## config.mk

```make
export PLATFORM = sky130hd
export DESIGN_NAME = fpu_share_sched_flat
export DESIGN_NICKNAME = d
export VERILOG_FILES = /design/src/rtl/fpu_share_sched_if.sv /design/src/rtl/fpu_share_sched.sv /design/src/flat_wrapper.sv
export SDC_FILE = /design/constraint.sdc
export NUM_CORES = 1
export LEC_CHECK = 0
export ABC_CLOCK_PERIOD_IN_PS = 4250
export CAP_MARGIN = 25
export CORE_MARGIN = 2
export CORE_UTILIZATION = 40
export DETAILED_ROUTE_END_ITERATION = 16
export GPL_TIMING_DRIVEN = 0
export PLACE_DENSITY = 0.81
export SLEW_MARGIN = 20
export SYNTH_ARGS = -nofsm -noshare
export SYNTH_HDL_FRONTEND = slang
export SYNTH_SLANG_ARGS = --single-unit
```

## constraint.sdc

```tcl
create_clock -name clk_i -period 4.25 [get_ports clk_i]
set_input_delay 0.85 -clock clk_i [delete_from_list [all_inputs] [get_ports clk_i]]
set_output_delay 0.85 -clock clk_i [all_outputs]
set_load 0.01 [all_outputs]
```

## src/rtl/fpu_share_sched_if.sv

```systemverilog
// FPU-side bus of the shared-FPU scheduler.
//   master : scheduler side - drives the operation (req/data/idx), receives
//            the FPU accept and the in-order result stream.
//   slave  : FPU side - the mirror image.
interface fpu_share_sched_if #(
  parameter int NumIn     = 4,
  parameter int DataWidth = 32
);
  localparam int IdxW = $clog2(NumIn);

  logic                 fpu_req;
  logic [DataWidth-1:0] fpu_data;
  logic [IdxW-1:0]      fpu_idx;
  logic                 fpu_gnt;
  logic                 fpu_rvalid;
  logic [DataWidth-1:0] fpu_rdata;

  modport master (
    output fpu_req, fpu_data, fpu_idx,
    input  fpu_gnt, fpu_rvalid, fpu_rdata
  );

  modport slave (
    input  fpu_req, fpu_data, fpu_idx,
    output fpu_gnt, fpu_rvalid, fpu_rdata
  );
endinterface

```

## src/rtl/fpu_share_sched.sv

```systemverilog
// Shares one pipelined FPU between NumIn requesters.
// Round-robin arbitration with lock-in while the FPU stalls, an in-order tag
// FIFO routing each returning result to the requester that issued it, and a
// sticky error for results that arrive with nothing outstanding.
//   clk_i, rst_i   : clock, asynchronous active-high reset
//   flush_i        : synchronous clear of all scheduler state
//   req_i, data_i  : per-requester operation valid / payload
//   gnt_o          : per-requester accept (one-hot or zero, combinational)
//   fpu_if         : FPU bus (operation out, accept + results in)
//   rvalid_o       : one-hot result strobe to the owning requester
//   rdata_o        : result payload, shared by all requesters
//   outst_o        : operations issued and awaiting a result
//   err_o          : sticky, result received with nothing outstanding
//
// Lock FSM
//   state  | meaning
//   LkFree | winner comes from the round-robin search
//   LkHeld | FPU stalled an offer; lock_idx_q is presented until accepted
module fpu_share_sched #(
  parameter int NumIn     = 4,
  parameter int DataWidth = 32,
  parameter int MaxOutst  = 4
) (
  input  logic                                clk_i,
  input  logic                                rst_i,
  input  logic                                flush_i,
  input  logic [NumIn-1:0]                    req_i,
  input  logic [NumIn-1:0][DataWidth-1:0]     data_i,
  output logic [NumIn-1:0]                    gnt_o,
  fpu_share_sched_if.master                   fpu_if,
  output logic [NumIn-1:0]                    rvalid_o,
  output logic [DataWidth-1:0]                rdata_o,
  output logic [$clog2(MaxOutst+1)-1:0]       outst_o,
  output logic                                err_o
);

  localparam int IdxW = $clog2(NumIn);
  localparam int CntW = $clog2(MaxOutst + 1);
  localparam int PtrW = (MaxOutst > 1) ? $clog2(MaxOutst) : 1;

  typedef enum logic {LkFree = 1'b0, LkHeld = 1'b1} lock_state_e;

  lock_state_e     lock_q, lock_d;
  logic [IdxW-1:0] lock_idx_q, lock_idx_d;
  logic [IdxW-1:0] rr_q, rr_d;
  logic [IdxW-1:0] tag_q [MaxOutst];
  logic [IdxW-1:0] tag_d [MaxOutst];
  logic [PtrW-1:0] wptr_q, wptr_d;
  logic [PtrW-1:0] rptr_q, rptr_d;
  logic [CntW-1:0] cnt_q, cnt_d;
  logic            err_q, err_d;

  logic [IdxW-1:0] search_idx;
  logic [IdxW-1:0] pos_idx;
  logic            found;
  int              pos;
  logic [IdxW-1:0] win_idx;
  logic            not_full;
  logic            offer;
  logic            issue;
  logic            pop;

  // Cyclic search for the first active request starting at rr_q.
  always_comb begin
    search_idx = '0;
    pos_idx    = '0;
    found      = 1'b0;
    pos        = 0;
    for (int k = 0; k < NumIn; k++) begin
      pos = int'(rr_q) + k;
      if (pos >= NumIn) pos = pos - NumIn;
      pos_idx = IdxW'(pos);
      if (!found && req_i[pos_idx]) begin
        found      = 1'b1;
        search_idx = pos_idx;
      end
    end
  end

  // Fullness uses the registered count only: a result popping this cycle
  // does not free a slot until the next one.
  assign not_full = (cnt_q < CntW'(MaxOutst));
  assign offer    = (|req_i) & not_full;
  assign issue    = offer & fpu_if.fpu_gnt;
  assign pop      = fpu_if.fpu_rvalid & (cnt_q != '0) & ~flush_i;

  // Lock FSM: state register
  always_ff @(posedge clk_i or posedge rst_i) begin
    if (rst_i) begin
      lock_q     <= LkFree;
      lock_idx_q <= '0;
    end else begin
      lock_q     <= lock_d;
      lock_idx_q <= lock_idx_d;
    end
  end

  // Lock FSM: next state. A full FIFO suppresses the offer, so an existing
  // lock simply persists until the handshake eventually happens.
  always_comb begin
    lock_d     = lock_q;
    lock_idx_d = lock_idx_q;
    if (flush_i) begin
      lock_d     = LkFree;
      lock_idx_d = '0;
    end else if (issue) begin
      lock_d = LkFree;
    end else if (offer && lock_q == LkFree) begin
      lock_d     = LkHeld;
      lock_idx_d = search_idx;
    end
  end

  // Lock FSM: outputs
  always_comb begin
    win_idx = (lock_q == LkHeld) ? lock_idx_q : search_idx;
  end

  always_comb begin
    fpu_if.fpu_req  = offer;
    fpu_if.fpu_idx  = offer ? win_idx : '0;
    fpu_if.fpu_data = offer ? data_i[win_idx] : '0;
    gnt_o           = '0;
    if (issue) gnt_o[win_idx] = 1'b1;
    rvalid_o        = '0;
    rdata_o         = '0;
    if (pop) begin
      rvalid_o[tag_q[rptr_q]] = 1'b1;
      rdata_o                 = fpu_if.fpu_rdata;
    end
  end

  always_comb begin
    rr_d   = rr_q;
    tag_d  = tag_q;
    wptr_d = wptr_q;
    rptr_d = rptr_q;
    cnt_d  = cnt_q;
    err_d  = err_q;
    if (flush_i) begin
      rr_d   = '0;
      wptr_d = '0;
      rptr_d = '0;
      cnt_d  = '0;
      // A result landing in the flush cycle has no owner left.
      err_d  = fpu_if.fpu_rvalid;
    end else begin
      if (issue) begin
        rr_d          = (win_idx == IdxW'(NumIn - 1)) ? '0 : win_idx + 1'b1;
        tag_d[wptr_q] = win_idx;
        wptr_d        = (wptr_q == PtrW'(MaxOutst - 1)) ? '0 : wptr_q + 1'b1;
      end
      if (pop) begin
        rptr_d = (rptr_q == PtrW'(MaxOutst - 1)) ? '0 : rptr_q + 1'b1;
      end
      case ({issue, pop})
        2'b10:   cnt_d = cnt_q + 1'b1;
        2'b01:   cnt_d = cnt_q - 1'b1;
        default: cnt_d = cnt_q;
      endcase
      if (fpu_if.fpu_rvalid && cnt_q == '0) err_d = 1'b1;
    end
  end

  always_ff @(posedge clk_i or posedge rst_i) begin
    if (rst_i) begin
      rr_q   <= '0;
      wptr_q <= '0;
      rptr_q <= '0;
      cnt_q  <= '0;
      err_q  <= 1'b0;
      for (int i = 0; i < MaxOutst; i++) tag_q[i] <= '0;
    end else begin
      rr_q   <= rr_d;
      tag_q  <= tag_d;
      wptr_q <= wptr_d;
      rptr_q <= rptr_d;
      cnt_q  <= cnt_d;
      err_q  <= err_d;
    end
  end

  assign outst_o = cnt_q;
  assign err_o   = err_q;

endmodule

```

## src/flat_wrapper.sv

```systemverilog
// flat-port wrapper written by rule: the top's interface ports become plain ports
module fpu_share_sched_flat 
#(
  parameter int NumIn     = 4,
  parameter int DataWidth = 32,
  parameter int MaxOutst  = 4
)
  (clk_i, rst_i, flush_i, req_i, data_i, gnt_o, rvalid_o, rdata_o, outst_o, err_o, fpu_if_fpu_req, fpu_if_fpu_data, fpu_if_fpu_idx, fpu_if_fpu_gnt, fpu_if_fpu_rvalid, fpu_if_fpu_rdata);
  fpu_share_sched_if #(.NumIn(NumIn), .DataWidth(DataWidth)) fpu_if_i ();
  input  logic clk_i;
  input  logic rst_i;
  input  logic flush_i;
  input  logic [NumIn-1:0] req_i;
  input  logic [NumIn-1:0][DataWidth-1:0] data_i;
  output logic [NumIn-1:0] gnt_o;
  output logic [NumIn-1:0] rvalid_o;
  output logic [DataWidth-1:0] rdata_o;
  output logic [$clog2(MaxOutst+1)-1:0] outst_o;
  output logic err_o;
  output wire logic [$bits(fpu_if_i.fpu_req)-1:0] fpu_if_fpu_req;
  output wire logic [$bits(fpu_if_i.fpu_data)-1:0] fpu_if_fpu_data;
  output wire logic [$bits(fpu_if_i.fpu_idx)-1:0] fpu_if_fpu_idx;
  input wire logic [$bits(fpu_if_i.fpu_gnt)-1:0] fpu_if_fpu_gnt;
  input wire logic [$bits(fpu_if_i.fpu_rvalid)-1:0] fpu_if_fpu_rvalid;
  input wire logic [$bits(fpu_if_i.fpu_rdata)-1:0] fpu_if_fpu_rdata;
  assign fpu_if_fpu_req = fpu_if_i.fpu_req;
  assign fpu_if_fpu_data = fpu_if_i.fpu_data;
  assign fpu_if_fpu_idx = fpu_if_i.fpu_idx;
  assign fpu_if_i.fpu_gnt = fpu_if_fpu_gnt;
  assign fpu_if_i.fpu_rvalid = fpu_if_fpu_rvalid;
  assign fpu_if_i.fpu_rdata = fpu_if_fpu_rdata;
  fpu_share_sched #(.NumIn(NumIn), .DataWidth(DataWidth), .MaxOutst(MaxOutst)) u_core (.clk_i(clk_i), .rst_i(rst_i), .flush_i(flush_i), .req_i(req_i), .data_i(data_i), .gnt_o(gnt_o), .fpu_if(fpu_if_i), .rvalid_o(rvalid_o), .rdata_o(rdata_o), .outst_o(outst_o), .err_o(err_o));
endmodule
```

==> flow_metrics.env <==
export IMPL_r2r_end="u_core.outst_o[2]$_DFFE_PP0P_"
export IMPL_critPathArrivalTime_ns=3.36
export IMPL_grt_pass1_vias=6262
export IMPL_ys_types=51
export IMPL_grt_max_degree=22
export IMPL_core_area_sq_um=10800
export IMPL_port_buffers=245
export IMPL_critPathCaptureType="primary output"
export IMPL_critPathLaunchType="input pin"
export IMPL_cts_root_buf="clkbuf_8"
export IMPL_synthArstFlopShare_pct=100
export IMPL_maxCapViolations=0
export IMPL_finalInstanceArea_sq_um=7240
export IMPL_drive_above_1_share_pct=12.8
export IMPL_synth_edff_count=0
export IMPL_yosys_area_top_type="dfrtp_1"
export IMPL_crit_path_start="req_i[2]"
export IMPL_die_height_um=110
export IMPL_cts_tree="done"
export IMPL_hold_ws_ns=0.511
export IMPL_reg2reg_from="u_core.outst_o[2]$_DFFE_PP0P_"
export IMPL_diodes=0
export IMPL_synth_top_cell_area_share_pct=11.8
export IMPL_design_power_total_mw=2.40
export IMPL_placed_area_sq_um=7090
export IMPL_critPathMostFrequentCell="clkdlybuf4s50_1"
export IMPL_post_synth_top_count_cell="nor2_1"
export IMPL_utilization_pct=66.7
export IMPL_final_hold_viol_count=0
export IMPL_avgViaCountPerCell=6.19
export IMPL_yosys_top_cells_count="nor2_1, nand4_1, clkbuf_1"
export IMPL_routabilityCongestion=0.883
export IMPL_cts_made_buffers=3
export IMPL_clkLatencyLatePin_ns=0.26
export IMPL_worst_path_stages=9
export IMPL_leakage_nw=2.70
export IMPL_die_area_sq_um=12000
export IMPL_firstDrtPassIters=5
export IMPL_clk_path_buf_depth=2
export IMPL_clkTransAtPathRegs_ns=0.08
export IMPL_grt_usage_pct=31.4
export IMPL_hold_class="reg2reg"
export IMPL_vias=6275
export IMPL_syn_inst=626
export IMPL_synth_warnings=0
export IMPL_fmax_mhz=238
export IMPL_synthFlopType="dfrtp_1"
export IMPL_syn_area_sq_um=4460
export IMPL_antenna_left=0
export IMPL_worstPathMaxFanout=10
export IMPL_overflow=0
export IMPL_crit_path_top_delay_cell="clkdlybuf4s50_1"
export IMPL_avgSynthCellArea_sq_um=7.12
export IMPL_path_cells="clkdlybuf4s50_1, nand2b_1, a21o_1, buf_4, buf_1, nand4_1, o311ai_1, o211ai_1, clkdlybuf4s50_1"
export IMPL_rows=38
export IMPL_nFillCells=921
export IMPL_fin_skew_ns=0.00474
export IMPL_path_class="in2out"
export IMPL_cts_sinks=21
export IMPL_synth_area_leaders="dfrtp_1, mux2_2, nand4_1"
export IMPL_dp_slack_ns=-0.148
export IMPL_areaGrowthSynthToFinish_pct=62.3
export IMPL_setup_violations=0
export IMPL_timing_final_ws_setup_ns=0.0406
export IMPL_path_buf_inv=4
export IMPL_cpLargestDelayFamily="buffers and inverters"
export IMPL_grt_pass1_wl_um=30500
export IMPL_slew_headroom_pct=48.2
export IMPL_status="finished, final reports clean"
export IMPL_vdd_drop_max_v=0.000214
export IMPL_finalNetCount=1051
export IMPL_first_iter_violations=543
export IMPL_start_util_pct=41.1
export IMPL_timing_final_crit_share_pct=99.0
export IMPL_endpoint="fpu_if_fpu_data[26]"
export IMPL_synth_nets=802
export IMPL_powerDensity_nw_per_um2=332
export IMPL_ys_seq_area_share_pct=11.8
export IMPL_slowest_delay_ns=0.59
export IMPL_drv_slew=0
export IMPL_antenna_found_initial=0
export IMPL_r2r_setup_slack_ns=1.88
export IMPL_reg2regPathDepth=9
export IMPL_crit_required_ns=3.40
export IMPL_routed_wl_um=20000
export IMPL_fin_crit_ns=4.21
export IMPL_worst_pin_slew_ns=0.776
export IMPL_die_w_um=110
export IMPL_routedWlPerCell_um=19.7
export IMPL_drc=0
export IMPL_synth_seq_cells=21
export IMPL_io_pin_count=248
export IMPL_cts_htree_levels=1
export IMPL_dp_hpwl_um=15100
metal layers:
layer | vias to the layer above | part of all wire (%) | global-route usage [%]
met2 | 446 | 48 | 52.8
met1 | 2876 | 39 | 39.8
li1 | 2898 | - | -
met3 | 55 | 10 | 5.28
met4 | 0 | 2.8 | 12.7
met5 | - | 0 | 0
stage by stage:
| stage | instances | TNS [ns] |
|---|---|---|
| finish | 1014 | 0 |
| global placement | 1011 | -1.63 |
| floorplan | 626 | 0 |
| detailed placement | 1011 | -3.36 |
| global route | 1014 | -0.0911 |
| CTS | 1014 | -0.0124 |
sequential cells by signal, indices dropped and copies added, names as in the netlist:
| register | cells |
|---|---|
| u_core.rr_q | 2 |
| u_core.err_o | 1 |
| u_core.lock_q | 1 |
| u_core.rptr_q | 2 |
| u_core.outst_o | 3 |
| u_core.tag_q | 8 |
| u_core.lock_idx_q | 2 |
| u_core.wptr_q | 2 |
cells in the final DEF, fill, tap and decap left out, types with 3 or more instances in the layout:
cell type | Yosys | final
o311ai_0 | 3 | 3
nand2_1 | 47 | 47
inv_1 | 8 | 8
a21oi_1 | 42 | 42
nor4_2 | 2 | 3
clkdlybuf4s50_1 | 0 | 242
o211ai_1 | 32 | 32
dfrtp_1 | 21 | 21
buf_2 | 18 | 18
nand4_1 | 64 | 64
dlymetal6s2s_1 | 0 | 3
nor3_1 | 6 | 6
nor2_1 | 80 | 78
o31ai_1 | 32 | 32
mux2i_1 | 35 | 34
o21ai_0 | 3 | 3
clkbuf_2 | 0 | 22
clkbuf_4 | 0 | 6
a211o_1 | 32 | 32
clkbuf_8 | 0 | 3
o311ai_1 | 29 | 29
and2_1 | 34 | 34
ha_1 | 6 | 6
clkbuf_1 | 49 | 27
mux2_2 | 40 | 40
kinds of logic after synthesis:
family	Yosys count	synth area share (%)
muxes	77	19.0
xor gates and xnor gates	2	0.393
DFF	21	11.8
adders and majority gates	7	2.13
AOI/OAI and AO/OA	182	30.1
and+or+nand+nor	249	28.3
buffers and inverters	88	8.25
worst min-delay path by stage:
stage	startpoint	to	slack, ns	depth (start not counted)
after floorplan	u_core.tag_q[4]$_DFFE_PP0P_	u_core.tag_q[4]$_DFFE_PP0P_	0.47	1
after global placement	u_core.tag_q[2]$_DFFE_PP0P_	u_core.tag_q[2]$_DFFE_PP0P_	0.48	1
after detailed placement	u_core.tag_q[2]$_DFFE_PP0P_	u_core.tag_q[2]$_DFFE_PP0P_	0.49	1
after CTS	u_core.tag_q[2]$_DFFE_PP0P_	u_core.tag_q[2]$_DFFE_PP0P_	0.51	1
after global routing	u_core.tag_q[5]$_DFFE_PP0P_	u_core.tag_q[5]$_DFFE_PP0P_	0.53	1
final	u_core.tag_q[3]$_DFFE_PP0P_	u_core.tag_q[3]$_DFFE_PP0P_	0.51	1
power breakdown:
part / leakage [nW] / switching [mW] / internal [mW] / total, mW
clock: 0.0255 / 0.0683 / 0.0654 / 0.134
sequential: 0.278 / 0.0526 / 0.256 / 0.308
combinational: 2.40 / 0.994 / 0.969 / 1.96
total: 2.70 / 1.11 / 1.29 / 2.40
area by class of cell:
cell class / count / area, sq um / share of cell area (%)
clock inverters: 1 / 5.00 / 0.0692
multi-input cells: 517 / 3610 / 50.0
inverters: 9 / 33.8 / 0.467
well taps: 140 / 175 / 2.42
repair buffers: 245 / 2460 / 34.0
clock buffers: 3 / 41.3 / 0.571
flip-flops and latches: 21 / 526 / 7.26
plain buffers: 78 / 380 / 5.26
what timing repair did:
action / 4_1_cts / 5_1_grt
pin swaps: 0 / 2
setup buffers: 0 / 0
setup endpoints to repair: 32 / 36
hold buffers: 0 / 0
gates resized for setup: 26 / 27
hold endpoints to repair: 0 / 0
(Power assumes the default switching activity.)
